[src/rtl/pipe_ctrl_pkg.sv]
// pipe_ctrl_pkg: shared controller state type and default register index width
package pipe_ctrl_pkg;
  localparam int DEF_REG_ADDR_W = 5;
  typedef enum logic {RUN, MD_WAIT} ctrl_state_t;
endpackage

[src/rtl/pipe_hazard_ctrl_hazard_detect.sv]
// hazard_detect: combinational load-use comparator between the EX load and the ID sources
module hazard_detect import pipe_ctrl_pkg::*; #(
  parameter int REG_ADDR_W = DEF_REG_ADDR_W
) (
  input  logic [REG_ADDR_W-1:0] id_rs1,
  input  logic [REG_ADDR_W-1:0] id_rs2,
  input  logic                  id_use_rs1,
  input  logic                  id_use_rs2,
  input  logic [REG_ADDR_W-1:0] ex_rd,
  input  logic                  ex_memread,
  output logic                  load_use
);
  assign load_use = ex_memread && ex_rd != '0 &&
                    ((id_use_rs1 && ex_rd == id_rs1) || (id_use_rs2 && ex_rd == id_rs2));
endmodule

[src/rtl/pipe_hazard_ctrl.sv]
// pipe_hazard_ctrl: stall/flush controller for the 5-stage pipeline with stall counter and memory timeout
module pipe_hazard_ctrl import pipe_ctrl_pkg::*; #(
  parameter int REG_ADDR_W  = DEF_REG_ADDR_W,
  parameter int MEM_TIMEOUT = 64,
  parameter int CNT_W       = 32
) (
  input  logic                  clk,
  input  logic                  rst,
  input  logic [REG_ADDR_W-1:0] id_rs1,
  input  logic [REG_ADDR_W-1:0] id_rs2,
  input  logic                  id_use_rs1,
  input  logic                  id_use_rs2,
  input  logic [REG_ADDR_W-1:0] ex_rd,
  input  logic                  ex_memread,
  input  logic                  ex_branch_taken,
  input  logic                  ex_md_op,
  input  logic                  md_done,
  input  logic                  mem_req,
  input  logic                  mem_ready,
  output logic                  pc_en,
  output logic                  if_id_en,
  output logic                  id_ex_en,
  output logic                  ex_mem_en,
  output logic                  mem_wb_en,
  output logic                  if_id_flush,
  output logic                  id_ex_flush,
  output logic                  ex_mem_flush,
  output logic                  mem_wb_flush,
  output logic                  md_start,
  output logic                  mem_err,
  output logic [CNT_W-1:0]      stall_count
);
  localparam int WW = (MEM_TIMEOUT > 2) ? $clog2(MEM_TIMEOUT) : 1;
  ctrl_state_t state_q, state_d;
  logic [WW-1:0] wait_q, wait_d;
  logic [CNT_W-1:0] cnt_q;
  logic err_q, load_use, mem_stall, md_go, md_fin, wait_last;
  hazard_detect #(.REG_ADDR_W(REG_ADDR_W)) u_hd (
    .id_rs1(id_rs1), .id_rs2(id_rs2), .id_use_rs1(id_use_rs1), .id_use_rs2(id_use_rs2),
    .ex_rd(ex_rd), .ex_memread(ex_memread), .load_use(load_use)
  );
  assign mem_stall = mem_req && !mem_ready && !err_q;
  assign md_go = state_q == MD_WAIT || ex_md_op;
  assign md_fin = state_q == MD_WAIT && md_done;
  assign wait_last = wait_q == WW'(MEM_TIMEOUT - 1);
  assign wait_d = (mem_stall && !wait_last) ? wait_q + 1'b1 : '0;
  assign state_d = mem_stall ? state_q : md_fin ? RUN : md_go ? MD_WAIT : RUN;
  assign mem_err = err_q;
  assign stall_count = cnt_q;
  always_comb begin
    {pc_en, if_id_en, id_ex_en, ex_mem_en, mem_wb_en} = '0;
    {if_id_flush, id_ex_flush, ex_mem_flush, mem_wb_flush, md_start} = '0;
    if (rst) begin
      {pc_en, if_id_en, id_ex_en, ex_mem_en, mem_wb_en} = '1;
      if (mem_stall) begin
        {pc_en, if_id_en, id_ex_en, ex_mem_en} = '0;
        mem_wb_flush = 1'b1;
      end else if (md_go) begin
        md_start = state_q == RUN;
        if (!md_fin) begin
          {pc_en, if_id_en, id_ex_en} = '0;
          ex_mem_flush = 1'b1;
        end
      end else if (ex_branch_taken) begin
        {if_id_flush, id_ex_flush} = 2'b11;
      end else if (load_use) begin
        {pc_en, if_id_en} = '0;
        id_ex_flush = 1'b1;
      end
    end
  end
  always_ff @(posedge clk) begin
    if (!rst) begin
      state_q <= RUN;
      wait_q  <= '0;
      err_q   <= 1'b0;
      cnt_q   <= '0;
    end else begin
      state_q <= state_d;
      wait_q  <= wait_d;
      err_q   <= err_q || (mem_stall && wait_last);
      if (!pc_en && cnt_q != '1) cnt_q <= cnt_q + 1'b1;
    end
  end
endmodule

[config.mk]
export PLATFORM = sky130hd
export DESIGN_NAME = pipe_hazard_ctrl
export DESIGN_NICKNAME = d
export VERILOG_FILES = /design/src/rtl/pipe_ctrl_pkg.sv /design/src/rtl/pipe_hazard_ctrl_hazard_detect.sv /design/src/rtl/pipe_hazard_ctrl.sv
export SDC_FILE = /design/constraint.sdc
export NUM_CORES = 1
export LEC_CHECK = 0
export BUFFER_PORTS_ARGS = -buffer_cell sky130_fd_sc_hd__buf_2
export CORE_ASPECT_RATIO = 1.2
export CORE_MARGIN = 1.5
export CORE_UTILIZATION = 49
export CTS_BUF_LIST = sky130_fd_sc_hd__clkbuf_8
export CTS_CLUSTER_DIAMETER = 60
export DETAILED_ROUTE_END_ITERATION = 8
export GPL_TIMING_DRIVEN = 1
export PLACE_DENSITY = 0.88
export REMOVE_ABC_BUFFERS = 1
export SYNTH_ARGS = -nofsm -noshare
export SYNTH_HDL_FRONTEND = slang
export SYNTH_HIERARCHICAL = 1
export SYNTH_SLANG_ARGS = --single-unit
[constraint.sdc]
create_clock -name clk -period 2.4 [get_ports clk]
set_clock_uncertainty 0.1 [all_clocks]
set_input_delay 0.24 -clock clk [delete_from_list [all_inputs] [get_ports clk]]
set_output_delay 0.24 -clock clk [all_outputs]
set_load 0.01 [all_outputs]
==> results by stage, run 1 <==
Power:
- The standby leakage power is 1.20 nW.
- The worst-case IR drop observed on VDD is 0.330 mV.
- The power density over cell area is 437 nW/um2.

Critical path:
- The worst setup path is captured at a flip-flop.
- The most critical setup path has its startpoint at ex_rd[2].
- The critical path data required time is 2.55 ns.
- The element type at the critical path start is an input port.
- The endpoint of the worst register-to-register path is stall_count[4].
- The register-to-register setup slack is 0.19 ns.
- The worst reg2reg path startpoint is stall_count[0].
- The critical path is of the in -> reg type.
- The last element of the critical path is stall_count[22].
- The number of cell instances on the worst register-to-register path is 7.
- The worst endpoint data arrival time is 2.45 ns.
- The highest net fanout along the worst path is 9.

STA:
- The number of max-slew violations in the final report is 0.
- For the pin with the worst max-slew slack, the measured transition is 0.737 ns.
- For the final routed database, the setup TNS stands at 0 ns.
- The normalized max-slew margin is 50.8%.
- The post-layout minimum cycle time is 2.31 ns.
- For this run, the top clock speed supported by timing is 0.434 GHz.
- Final hold analysis gives a worst-case slack of 0.179 ns.
- The share of the clock period used by the worst path is 96.1%.
- The number of hold-slack violations in the final timing report is 0.
- Setup repair after global routing left no endpoint under its margin.
- Setup violations remaining at the end of the flow were counted as 0.

Yosys:
- The number of enable-type register cells in the synthesized netlist is 0.
- In this run the cell area of the synthesized design comes to 2380 um2.
- Synthesis produced 270 cells.
- The flip-flop and latch count after synthesis is 40.
- For this run, the leading register cell type out of synthesis is dfxtp_1.
- The async set-reset flop share out of synthesis is 0%.
- During synthesis, Yosys emitted a total of 6 warnings.
- In this run the mean area of a mapped cell was 8.80 um2.
- For this run, the register share of the synthesized area comes to 33.7%.
- The count of distinct cell types in the synthesized netlist is 46.

Min path:
- The min-delay analysis places its worst path in the category in -> reg.
- In this run the most critical hold path is launched from mem_ready.
- The instance count along the most critical hold path is 4.

Clocking:
- At the later pin of the worst-skew pair, clock insertion delay measures 0.30 ns.
- In this run, CTS created clock tree buffers numbering 5.
- TritonCTS built the clock tree.
- The register clock-pin slew on the reported worst setup and hold paths is 0.08 ns.
- In this run, post-CTS hold repair placed 0 buffers.
- The clock root buffer master is clkbuf_8.
- The number of buffers between clock root and the deepest sink is 2.
- The clock tree synthesis step divided the H-tree into 2 levels.
- The total number of clock tree sinks is 40.

GRT:
- The global-route wire length before repair is 10.2 mm.
- The number of antenna violations at the first check in global routing is 0.
- The fraction of met2 tracks used by global routing is 44.4%.
- In the global route stage, met3 resource usage came out at 5.67%.
- The via count of the first global-routing pass came to 2,348.
- The all-layer global routing usage is 24.3%.
- Entering global routing, the biggest net connects 24 pins.
- After global routing, the most crowded layer is met2.
- The total overflow left after global routing is 0.
- In the global route stage, met1 resource usage came out at 27.5%.

Detailed routing:
- Once detail routing completed, the nets flagged for antenna violations numbered 0.
- Using the TritonRoute via totals, the vias-per-cell ratio works out to 5.95.
- The first-pass iteration count of the detailed router is 4.
- The detailed-route wire length is 6.02 mm.
- In this run, the number of DRC markers left after iteration 0 of detailed routing was 129.
- The routed via count is 2,447.
- The average detailed-routed wire length per instance is 14.6 um.
- In the routed design, unresolved DRC markers number 0.

Die:
- The die is 66.6 um wide.
- The floorplan has 27 rows.
- For this design the top-level I/O count stands at 68.
- The y dimension of the die is 79.3 um.
- The area enclosed by the die boundary is 5280 um2.
- In this run the standard cell core region covers 4630 um2.
- For this configuration, the core starts out at a cell density of 51.4%.

Placed design:
- Input and output buffers added on the ports amount to 67.
- The HPWL after detailed placement is 4.43 mm.
- Routability-driven placement finished with a final weighted congestion of 0.895.

Job:
- The number of violations of the max-capacitance limit is 0.

Layout:
- The layout cell share with drive strength beyond 1 is 32.6%.
- In the final design database the tool counted 379 nets.
- 0 antenna diodes ended up in the layout.
- From synthesis to final layout, the design area changed by 24.8%.

Run status:
- The flow ran to the end, and the final reports show no timing, DRC or antenna violations.
[how the worst min path moves through the flow]
stage | endpoint | slack, ns
2_1_floorplan | mem_err | 0.25
5_1_grt | wait_q[4] | 0.20
6_report | wait_q[4] | 0.18
3_5_place_dp | wait_q[0] | 0.34
4_1_cts | wait_q[4] | 0.18
3_3_place_gp | wait_q[0] | 0.33
[layout make-up]
| type | count | area (um2) |
|---|---|---|
| inverter | 5 | 18.8 |
| multi-input combinational | 212 | 1480 |
| clock buffer | 6 | 82.6 |
| sequential | 40 | 801 |
| tap | 58 | 72.6 |
| timing repair buffer | 88 | 505 |
| clock inverter | 2 | 7.51 |
| fill | 372 | 1660 |
[kinds of logic (layout without fill, tap and decap cells)]
logic type	count (synthesis)	in the layout	synth area share (%)
buffers and inverters	18	101	5.37
adder cells (fa/ha/maj)	2	2	1.05
XOR/XNOR	14	14	5.16
AO/OA/AOI/OAI	67	67	20.2
AND/OR/NAND/NOR	123	123	32.1
flip-flops	40	40	33.7
multiplexers	6	6	2.53
[where the power goes]
part | internal, mW | switching [mW] | total [mW]
registers | 0.671 | 0.0108 | 0.682
clock network | 0.226 | 0.236 | 0.462
logic | 0.0680 | 0.0842 | 0.152
total | 0.965 | 0.331 | 1.30
[routing by layer]
| layer | part of all wire, % | wire, um |
|---|---|---|
| met5 | 0 | 0 |
| met4 | 1.2 | 74 |
| met3 | 6.5 | 389 |
| met2 | 51 | 3060 |
| met1 | 41 | 2490 |
[synthesized netlist by cell type, types with 3 or more instances]
cell type,number,area [um2]
a21oi_1,21,105
and2_1,5,31.3
and3_1,7,43.8
buf_2,3,15.0
buf_4,3,22.5
buf_6,3,33.8
dfxtp_1,40,801
inv_1,5,18.8
mux2i_1,6,60.1
nand2_1,22,82.6
nand2b_1,10,62.6
nand3_1,13,65.1
nand4_1,9,56.3
nor2_1,13,48.8
nor4_1,7,43.8
nor4_2,3,37.5
o211ai_1,3,22.5
o21ai_0,9,45.0
o21ai_1,3,15.0
o31ai_1,17,128
or3_1,7,43.8
or4_1,16,120
xnor2_1,5,43.8
xor2_1,9,78.8
[repair_timing]
| item | CTS | global route |
|---|---|---|
| endpoints found under the setup margin | 2 | 11 |
| cloned | 0 | 0 |
| setup buffers | 0 | 0 |
| gates resized for setup | 1 | 6 |
| endpoints found under the hold margin | 0 | 0 |
[layout by cell type (no fill, tap or decap), types with 2 or more instances in the layout]
cell | synthesis | layout
o21ai_0 | 9 | 9
buf_4 | 3 | 20
ha_1 | 2 | 2
nor4_1 | 7 | 6
and2_1 | 5 | 4
or4_1 | 16 | 16
a21oi_1 | 21 | 20
nand2b_1 | 10 | 9
o2111ai_4 | 1 | 2
o211ai_1 | 3 | 3
o31ai_1 | 17 | 17
nand2_1 | 22 | 22
inv_1 | 5 | 7
clkbuf_8 | 0 | 6
o311ai_0 | 2 | 2
mux2i_1 | 6 | 6
xnor2_1 | 5 | 5
nor2_1 | 13 | 12
xor2_1 | 9 | 9
a21oi_2 | 2 | 3
or3_1 | 7 | 7
nor4_2 | 3 | 4
buf_2 | 3 | 67
and4_1 | 2 | 2
o21ai_1 | 3 | 2
dfxtp_1 | 40 | 40
and3_1 | 7 | 7
nor3b_1 | 2 | 2
nand4_1 | 9 | 9
o41ai_1 | 2 | 2
nand3_1 | 13 | 13
[sequential cells by signal, indices dropped and copies added (netlist names)]
register and cells:
mem_err 1, wait_q 6, stall_count 32, state_q 1
[worst max-delay path, cell delays in order]
cell and delay (ns):
buf_2 0.11, xor2_1 0.16, nor4_2 0.31, nand3_1 0.13, a21oi_2 0.16, nand2b_1 0.11
a22oi_4 0.21, buf_12 0.15, o2111ai_4 0.16, buf_4 0.20, nor4_1 0.35, o21a_1 0.17
[metrics by stage]
stage | util [%] | power (mW) | setup WS [ns] | instance area [um2] | cells
finish | 64.1 | 1.30 | 0.0941 | 2970 | 411
floorplan | - | 0.766 | -0.155 | 2270 | 257
CTS | 63.6 | 1.30 | 0.00599 | 2940 | 411
detailed placement | 61.5 | 0.845 | -0.311 | 2850 | 403
global placement | 61.5 | 0.840 | -0.181 | 2850 | 403
global route | 64.1 | 1.35 | 0.00177 | 2970 | 411
No activity file was read; power rests on OpenSTA's default activity.
==> run 2: changes to the inputs <==
Settings changed: BUFFER_PORTS_ARGS -buffer_cell sky130_fd_sc_hd__buf_2 to default, CORE_ASPECT_RATIO 1.2 to 0.7, CORE_UTILIZATION 49 to 55, DONT_BUFFER_PORTS from default to 1, PLACE_DENSITY 0.88 to 0.82.
==> results by stage, run 2 (synthesis gave the netlist of run 1 again) <==
Die:
- The horizontal die dimension came to 81.6 um (+23%).
- The effective utilization at floorplan is 58.8% (+7.5 points).
- The number of placement rows is 19 (-30%).
- The y dimension of the die is 58.0 um (-27%).
- The count of boundary I/O pins was 68 (unchanged).
- The area enclosed by the die boundary is 4730 um2 (-10%).
- The area of the core is 4040 um2 (-13%).

Min path:
- In this run the worst hold path is classified as in -> reg.
- The instance count along the most critical hold path is 2 (-2).

Layout:
- The post-layout utilization of the core is 64.8% (+0.70 points).
- The number of nets in the layout is 314 (-17%).
- The flip-flop count of the largest register after layout is 32 (unchanged).
- The number of standard cells in the final layout excluding fillers is 340 (-17%).
- The top cell types in the final layout, fill and taps aside, are 40 x dfxtp_1, 22 x nand2_1, 22 x buf_4, 20 x a21oi_1, 17 x o31ai_1.
- Relative to the synthesized area, the layout overhead comes to 10.2%.
- Leaving out fill and tap cells, the most frequent cell in the layout is dfxtp_1.
- The number of diodes added for antenna fixing was 0 (unchanged).
- The layout cell share with drive strength beyond 1 is 16.0% (-17 points).
- The post-layout instance area was 2620 um2 (-12%).
- The number of filler instances in the final layout came to 368 (-1.1%).

GRT:
- The global-route wire length before repair is 9.18 mm (-10%).
- The all-layer global routing usage was 25.6% (+1.3 points).
- The pin count of the biggest net entering global routing was 31 (+29%).
- The via count of the first global-routing pass is 1,861 (-21%).
- The number of antenna violations at the first check in global routing is 0 (unchanged).
- The leftover overflow at the end of global routing is 0 (unchanged).

Detailed routing:
- The final antenna-violating net count came to 0 (unchanged).
- The post-detailed-route via-to-cell ratio came to 6.33 (+6.3%).
- The average detailed-routed wire length per instance is 16.8 um (+15%).
- The remaining design rule violation count is 0 (unchanged).
- The routed via count was 2,152 (-12%).
- The detailed-route wire length is 5.73 mm (-4.8%).
- The first-pass iteration count of the detailed router is 4 (unchanged).
- The DRC marker count from the first detailed-route iteration is 116 (-10%).

STA:
- The number of hold-slack violations in the final timing report is 0 (unchanged).
- The post-layout minimum cycle time is 2.29 ns (-0.0167 ns).
- The transition time at the pin with the least slew margin was 0.785 ns (+0.0475 ns).
- The share of the clock period used by the worst path is 95.4% (-0.70 points).
- The normalized max-slew margin is 47.6% (-3.2 points).
- The upper clock frequency limit is 0.437 GHz (+0.73%).
- The final hold slack was 0.00708 ns (-0.172 ns).
- The number of max-slew violations in the final report is 0 (unchanged).
- Setup repair after global routing could not meet its margin everywhere.
- The aggregate negative setup slack is 0 ns (unchanged).
- The number of endpoints failing setup at the final stage is 0 (unchanged).

Power:
- The standby leakage power was 0.873 nW (-27%).
- The combinational group share of total power is 8.7% (-3.0 points).
- The worst supply voltage drop on vdd is 0.320 mV (-3.0%).
- The switching power total is 0.312 mW (-5.6%).
- The switching share of power came to 24.9% (-0.67 points).
- The power density over cell area came to 480 nW/um2 (+9.8%).
- The cell-internal power is 0.944 mW (-2.2%).
- The clock network fraction of design power is 37.0% (+1.4 points).
- The share of power burned in registers was 54.4% (+1.8 points).

Critical path:
- The number of cell instances on the worst register-to-register path was 6 (-1).
- The critical path data required time is 2.52 ns (-0.03 ns).
- STA classifies the critical path startpoint as an input port.
- The highest net fanout along the worst path is 6 (-3).
- The worst endpoint data arrival time came to 2.41 ns (-0.04 ns).
- The worst setup path is captured at a flip-flop.
- By startpoint and endpoint, the worst setup path is classified as in -> reg.

Clocking:
- The total number of clock tree sinks is 40 (unchanged).
- The register clock-pin slew on the reported worst setup and hold paths came to 0.07 ns (about the same).
- TritonCTS built the clock tree.
- The number of H-tree levels is 2 (unchanged).
- The clock latency at the later pin of the worst-skew pair was 0.30 ns (about the same).
- The number of clock buffers inserted by TritonCTS is 5 (unchanged).
- The number of buffers between clock root and the deepest sink is 2 (unchanged).
- The clock root buffer master is clkbuf_8.

Placed design:
- The number of buffers added on ports is 0 (-100%).
- The number of placed instances with taps included came to 330 (-18%).
- The post-DP HPWL is 4.15 mm (-6.4%).
- The cell area reported after detailed placement is 2490 um2 (-12%).
- The final weighted congestion in routability-driven placement is 0.837 (-6.4%).

Run status:
- The flow ran to the end, and the final reports show no timing, DRC or antenna violations.

Job:
- The number of violations of the max-capacitance limit is 0 (unchanged).
[run 2: area by class of cell]
class,instances,area (um2),area share [%]
well taps,52,65.1,2.48
multi-input cells,212,1470,56.0
clock inverters,2,11.3,0.430
repair buffers,23,175,6.69
clock buffers,6,82.6,3.15
inverters,5,18.8,0.716
flip-flops and latches,40,801,30.6
[run 2: final timing paths]
| check | start | to | slack, ns |
|---|---|---|---|
| min reg2reg | wait_q[0] | wait_q[0] | 0.37 |
| min | rst | stall_count[1] | 0.007 |
| max reg2reg | stall_count[4] | stall_count[17] | 0.20 |
| max | ex_rd[2] | stall_count[9] | 0.11 |
[run 2: power groups by stage]
stage / clock [mW] / combinational (mW) / sequential, mW
2_1_floorplan: 0 / 0.0678 / 0.698
3_3_place_gp: 0 / 0.0981 / 0.698
3_5_place_dp: 0 / 0.101 / 0.699
4_1_cts: 0.475 / 0.108 / 0.683
5_1_grt: 0.509 / 0.120 / 0.685
6_report: 0.464 / 0.109 / 0.683
[run 2: per-stage QoR]
step / total power [mW] / setup WS (ns)
global route: 1.31 / -0.0289
detailed placement: 0.800 / -0.141
CTS: 1.27 / 0.150
floorplan: 0.766 / -0.155
finish: 1.26 / 0.111
global placement: 0.797 / -0.0598
[run 2: worst max-delay path: stages]
cell and delay (ns):
xor2_1 0.14, nor4_1 0.31, nand3_1 0.14, a21oi_2 0.15
nand2b_1 0.10, a22oi_4 0.17, buf_4 0.19, buf_4 0.13
o211ai_1 0.23, or4_1 0.46, a21oi_1 0.15
[run 2: timing repair]
item,in CTS,in global routing
hold buffers,1,0
gates resized for setup,1,3
setup endpoints to repair,2,4
hold endpoints to repair,10,0
buffers inserted,0,1
pin swaps,0,1
[run 2: layer usage]
layer / GRT usage [%] / routed length [um]
met4: 8.96 / 60
met1: 36.5 / 2700
met3: 9.92 / 486
met5: 0 / 0
met2: 35.1 / 2480
